$ cat src/rtl/ps2_arrow_decoder.sv
// PS/2 (scan code set 2) receiver that keeps a level-held image of the four arrow keys.
// Optional WASD_EN macro: non-extended W/S/A/D keys also drive key[3:0].
module ps2_arrow_decoder #(
  parameter int TIMEOUT_CYCLES = 130000
) (
  input  logic       pclk,
  input  logic       rst,
  input  logic       ps2_clk,
  input  logic       ps2_data,
  output logic [3:0] key,
  output logic [7:0] scan_code,
  output logic       byte_strobe,
  output logic       rx_error
);

  localparam int WD_W = (TIMEOUT_CYCLES > 2) ? $clog2(TIMEOUT_CYCLES) : 1;
  localparam logic [WD_W-1:0] WD_LAST = WD_W'(TIMEOUT_CYCLES - 1);

  localparam logic [7:0] CODE_EXT   = 8'hE0;
  localparam logic [7:0] CODE_BREAK = 8'hF0;

  typedef enum logic [1:0] {
    IDLE,
    EXT,
    BRK,
    EXT_BRK
  } state_t;

  // Arrow keys are extended codes; one-hot in key bit order UP, DOWN, LEFT, RIGHT.
  function automatic logic [3:0] arrow_mask(input logic [7:0] code);
    case (code)
      8'h75:   arrow_mask = 4'b0001;
      8'h72:   arrow_mask = 4'b0010;
      8'h6B:   arrow_mask = 4'b0100;
      8'h74:   arrow_mask = 4'b1000;
      default: arrow_mask = 4'b0000;
    endcase
  endfunction

  // ---------------------------------------------------------------------------
  // Input synchronisers; idle bus level is high, so reset to 1 to avoid a
  // phantom falling edge straight out of reset.
  // ---------------------------------------------------------------------------
  logic [2:0] clk_sync;
  logic [1:0] data_sync;
  logic       clk_fall;
  logic       data_s;

  always_ff @(posedge pclk) begin
    if (rst) begin
      clk_sync  <= '1;
      data_sync <= '1;
    end else begin
      // NOTE: non-blocking assignments keep each register stage one cycle apart.
      clk_sync  <= {clk_sync[1:0], ps2_clk};
      data_sync <= {data_sync[0], ps2_data};
    end
  end

  assign clk_fall = clk_sync[2] & ~clk_sync[1];
  assign data_s   = data_sync[1];

  // ---------------------------------------------------------------------------
  // Frame receiver and watchdog. shreg collects start, D0..D7, parity with the
  // oldest bit at [0]; the stop bit is checked straight from data_s.
  // ---------------------------------------------------------------------------
  logic [3:0]      bit_cnt;
  logic [9:0]      shreg;
  logic [WD_W-1:0] wd_cnt;
  logic            frame_ok;

  assign frame_ok = ~shreg[0] & data_s & (^shreg[9:1]);

  always_ff @(posedge pclk) begin
    if (rst) begin
      bit_cnt     <= '0;
      shreg       <= '0;
      wd_cnt      <= '0;
      scan_code   <= '0;
      byte_strobe <= 1'b0;
      rx_error    <= 1'b0;
    end else begin
      byte_strobe <= 1'b0;
      rx_error    <= 1'b0;
      if (clk_fall) begin
        wd_cnt <= '0;
        if (bit_cnt == 4'd10) begin
          bit_cnt <= '0;
          if (frame_ok) begin
            scan_code   <= shreg[8:1];
            byte_strobe <= 1'b1;
          end else begin
            rx_error <= 1'b1;
          end
        end else begin
          shreg   <= {data_s, shreg[9:1]};
          bit_cnt <= bit_cnt + 4'd1;
        end
      end else if (bit_cnt != 4'd0) begin
        if (wd_cnt == WD_LAST) begin
          bit_cnt  <= '0;
          wd_cnt   <= '0;
          rx_error <= 1'b1;
        end else begin
          wd_cnt <= wd_cnt + 1'b1;
        end
      end else begin
        wd_cnt <= '0;
      end
    end
  end

  // ---------------------------------------------------------------------------
  // Prefix/break decoder. Any receive error drops a half-seen sequence.
  // ---------------------------------------------------------------------------
  state_t     state;
  logic [3:0] arrows;

  always_ff @(posedge pclk) begin
    if (rst) begin
      state  <= IDLE;
      arrows <= '0;
    end else if (rx_error) begin
      state <= IDLE;
    end else if (byte_strobe) begin
      case (state)
        IDLE: begin
          if (scan_code == CODE_EXT)        state <= EXT;
          else if (scan_code == CODE_BREAK) state <= BRK;
          else                              state <= IDLE;
        end
        EXT: begin
          if (scan_code == CODE_BREAK)    state <= EXT_BRK;
          else if (scan_code == CODE_EXT) state <= EXT;
          else begin
            arrows <= arrows | arrow_mask(scan_code);
            state  <= IDLE;
          end
        end
        EXT_BRK: begin
          arrows <= arrows & ~arrow_mask(scan_code);
          state  <= IDLE;
        end
        default: state <= IDLE;
      endcase
    end
  end

`ifdef WASD_EN
  function automatic logic [3:0] wasd_mask(input logic [7:0] code);
    case (code)
      8'h1D:   wasd_mask = 4'b0001;
      8'h1B:   wasd_mask = 4'b0010;
      8'h1C:   wasd_mask = 4'b0100;
      8'h23:   wasd_mask = 4'b1000;
      default: wasd_mask = 4'b0000;
    endcase
  endfunction

  logic [3:0] wasd;

  // Shares the decoder's view of state, so it sees the same make/break context.
  always_ff @(posedge pclk) begin
    if (rst) begin
      wasd <= '0;
    end else if (byte_strobe && !rx_error) begin
      if (state == IDLE)     wasd <= wasd | wasd_mask(scan_code);
      else if (state == BRK) wasd <= wasd & ~wasd_mask(scan_code);
    end
  end

  assign key = arrows | wasd;
`else
  assign key = arrows;
`endif

endmodule
$ cat config.mk
export PLATFORM = sky130hd
export DESIGN_NAME = ps2_arrow_decoder
export DESIGN_NICKNAME = d
export VERILOG_FILES = /design/src/rtl/ps2_arrow_decoder.sv
export SDC_FILE = /design/constraint.sdc
export NUM_CORES = 1
export LEC_CHECK = 0
export ABC_AREA = 0
export CAP_MARGIN = 10
export CORE_MARGIN = 8
export CORE_UTILIZATION = 54
export CTS_CLUSTER_SIZE = 24
export DETAILED_ROUTE_END_ITERATION = 10
export GPL_TIMING_DRIVEN = 1
export PLACE_DENSITY = 0.72
export SYNTH_ARGS = -nofsm -noshare
export SYNTH_HDL_FRONTEND = slang
export SYNTH_SLANG_ARGS = --single-unit
$ cat constraint.sdc
create_clock -name pclk -period 2.45 [get_ports pclk]
set_input_delay 0.245 -clock pclk [delete_from_list [all_inputs] [get_ports pclk]]
set_output_delay 0.245 -clock pclk [all_outputs]
set_load 0.01 [all_outputs]
==> flow_summary.json <==
{
  "number_of_global_route_vias_before_repair": 1469,
  "top_level_port_count": 18,
  "synth_top_area_share": 0.461,
  "clock_power_share": 0.350,
  "max-clock-path-buffers": 2,
  "drt-pass1-iter-count": 4,
  "drive_above_1_share": 0.0802,
  "report.final.slew_viol_count": 0,
  "routed_via_density": 5.29,
  "fin_skew_ns": 0.00974,
  "worst_reg2reg_path_startpoint": "wd_cnt[0]",
  "area_growth_syn_to_layout_pct": 14.1,
  "post_synthesis_sequential_element_count": 52,
  "grt_pass1_wl_um": 6710,
  "initial_core_utilization": 0.565,
  "port-buffer-count": 17,
  "synth-edff-count": 0,
  "maximum_number_of_pins_on_one_net_before_global_route_repair": 33,
  "synthArstFlopShare": 0,
  "cp.arrival_ns": 2.02,
  "critical_path_required_ns": 2.63,
  "finalInstanceArea_um2": 2580,
  "maximum_achievable_frequency_ghz": 0.542,
  "p_seq_frac": 0.618,
  "final_net_count": 266,
  "antenna_violations_before_repair": 0,
  "cts_tree": "done",
  "pwr_density_cell_nw_per_um2": 538,
  "grt_setup_unrepaired": "false",
  "r2r_end": "wd_cnt[12]",
  "placed_instance_area_um2": 2480,
  "die_y_um": 80.7,
  "die_width_um": 80.7,
  "synth_sequential_area_ratio": 0.461,
  "internal_power_w": 0.00107,
  "synthDominantAreaCellType": "dfxtp_1",
  "layout.filler_cells": 365,
  "finalSetupViolCount": 0,
  "sequence_of_cells_on_the_critical_path": "ha_1, nand3_1, nor3_1, and3_1, xnor2_1, nor2_1",
  "fp.dieArea_um2": 6510,
  "slew_limit_headroom": 0.615,
  "multi_input_comb_area_um2": 1180,
  "post-route-drc-count": 0,
  "synth.area.top_cells": "dfxtp_1 46%, mux2i_1 8.9%, nor2_1 6.6%",
  "cts_inserted_buffers": 5,
  "clkSlewWorstSetupHoldPaths_ns": 0.10,
  "global_route.overflow_total": 0,
  "post_synth_num_cell_types": 35,
  "ys_flop_type": "dfxtp_1",
  "worstRegToRegCells": 6,
  "clkLatencyLatePin_ns": 0.30,
  "h-tree-depth": 2,
  "final_period_minus_worst_setup_slack_ns": 1.84,
  "synth-warning-count": 0,
  "syn-mean-instance-area_um2": 9.37,
  "placementRows": 23,
  "status": "completed",
  "route.antenna.remaining_nets": 0,
  "route.vias.total": 1650,
  "min_period_over_period": 0.753,
  "numClockSinks": 52,
  "timing.critical_path.to_type": "flip-flop",
  "min_path_type": "flip-flop to flip-flop",
  "post-cts-setup-buffer-count": 0,
  "ir_worst_vdd_mv": 0.382,
  "postCtsResizedCells": 0,
  "most_frequent_cells_in_the_layout": "52 x dfxtp_1, 40 x nor2_1, 20 x mux2i_1",
  "cp-startpoint": "wd_cnt[0]",
  "crit_type": "flip-flop to flip-flop",
  "power.switching_w": 0.000311,
  "setup_tns_ns": 0,
  "cts-root-buf": "clkbuf_8",
  "maxCapViolCount": 0,
  "syn_area_um2": 2260,
  "worst_path_maximum_fanout": 5,
  "layout_commonest_cell": "dfxtp_1",
  "power.combinational.fraction": 0.033,
  "diodes": 0,
  "setup.worst_path.end": "wd_cnt[12]",
  "detailedRoute.firstIterationViolations": 81,
  "leakage_nw": 0.916,
  "grt_use_total": 0.127,
  "cp_slowest_stage_delay_ns": 0.52,
  "fp.coreArea_um2": 4000,
  "finalWeightedCongestion": 0.815,
  "final_hold_violating_endpoints": 0,
  "synth_fp_nets": 246,
  "seqCellArea_um2": 1040,
  "cts-hold-fix-buffers": 0,
  "setup.reg_to_reg.worst_slack_ns": 0.61,
  "setup.worst_path.start_class": "flip-flop",
  "drt_wl_total_um": 4030,
  "tightest_slew_ns": 0.573,
  "dp.final_hpwl_um": 2940,
  "crit_slowest_cell": "nor3_1",
  "syn_inst": 241,
  "detail_route.wl_per_cell_um": 12.9,
  "power.share.switching": 0.224
}
==> cell families after synthesis <==
group	after synthesis	synth area share
AND/OR/NAND/NOR	117	0.273
XOR/XNOR	23	0.0958
adder cells (fa/ha/maj)	1	0.00554
flip-flops	52	0.461
AO/OA/AOI/OAI	17	0.0488
buffers and inverters	10	0.0177
multiplexers	21	0.0986
==> stage by stage <==
step / total power [W] / hold slack (ns) / instances / setup WS [ns] / util
after floorplan: 0.000907 / 0.349 / 241 / 0.819 / -
after global placement: 0.000921 / 0.400 / 304 / 0.659 / 0.621
after detailed placement: 0.000921 / 0.404 / 304 / 0.657 / 0.621
after CTS: 0.00140 / 0.428 / 312 / 0.623 / 0.644
after global routing: 0.00145 / 0.441 / 312 / 0.355 / 0.644
final: 0.00139 / 0.423 / 312 / 0.605 / 0.644
==> sequential cells by signal, summed over array words and instances, names as in the netlist, named ones only <==
register     count
rx_error         1
scan_code        8
clk_sync         3
wd_cnt          17
data_sync        2
byte_strobe      1
bit_cnt          4
state            2
shreg           10
==> critical path: cells and delay by family, from the launching register on <==
family                   cells  cell delay [ns]
XOR/XNOR                     1             0.12
adder cells (fa/ha/maj)      1             0.20
AND/OR/NAND/NOR              4             0.99
flip-flops                   1             0.41
==> synth_stat cells (2+ instances only) <==
cell,instances
nor3b_1,2
nand2b_1,16
nor2_1,40
nand3_1,8
nor3_1,6
and4_1,3
a21oi_1,7
nor2b_1,4
nand4_1,4
inv_1,3
nor4b_1,2
nand2_1,13
xnor2_1,11
xor2_1,11
buf_2,2
or2_2,6
dfxtp_1,52
a311oi_1,2
clkbuf_1,5
mux2i_1,20
nor4bb_1,2
o21ai_0,3
and3_1,7
==> power groups by stage <==
stage / sequential, W / combinational [W] / clock, W
5_1_grt: 0.000857 / 0.0000502 / 0.000538
3_5_place_dp: 0.000875 / 0.0000459 / 0
2_1_floorplan: 0.000873 / 0.0000340 / 0
3_3_place_gp: 0.000875 / 0.0000462 / 0
4_1_cts: 0.000856 / 0.0000462 / 0.000500
6_report: 0.000856 / 0.0000455 / 0.000484
==> metal layers <==
layer	track usage	part of all wire	wire, um
met2	0.192	0.44	1760
met4	0.0429	0.0062	25
met3	0.0324	0.044	176
met5	0	0	0
met1	0.172	0.51	2070
==> worst min-delay path by stage <==
stage	from	to	slack (ns)	cells after the start
2_1_floorplan	ps2_clk	clk_sync[0]	0.35	1
3_3_place_gp	data_sync[0]	data_sync[1]	0.40	1
3_5_place_dp	data_sync[0]	data_sync[1]	0.40	1
4_1_cts	data_sync[0]	data_sync[1]	0.43	1
5_1_grt	clk_sync[0]	clk_sync[1]	0.44	1
6_report	data_sync[0]	data_sync[1]	0.42	1
==> layout make-up <==
type,count,share of cell area
inverter,3,0.00437
clock buffer,5,0.0267
sequential,52,0.404
tap,50,0.0243
multi-input combinational,179,0.457
clock inverter,3,0.00922
timing repair buffer,20,0.0748
(Power assumes the default switching activity.)
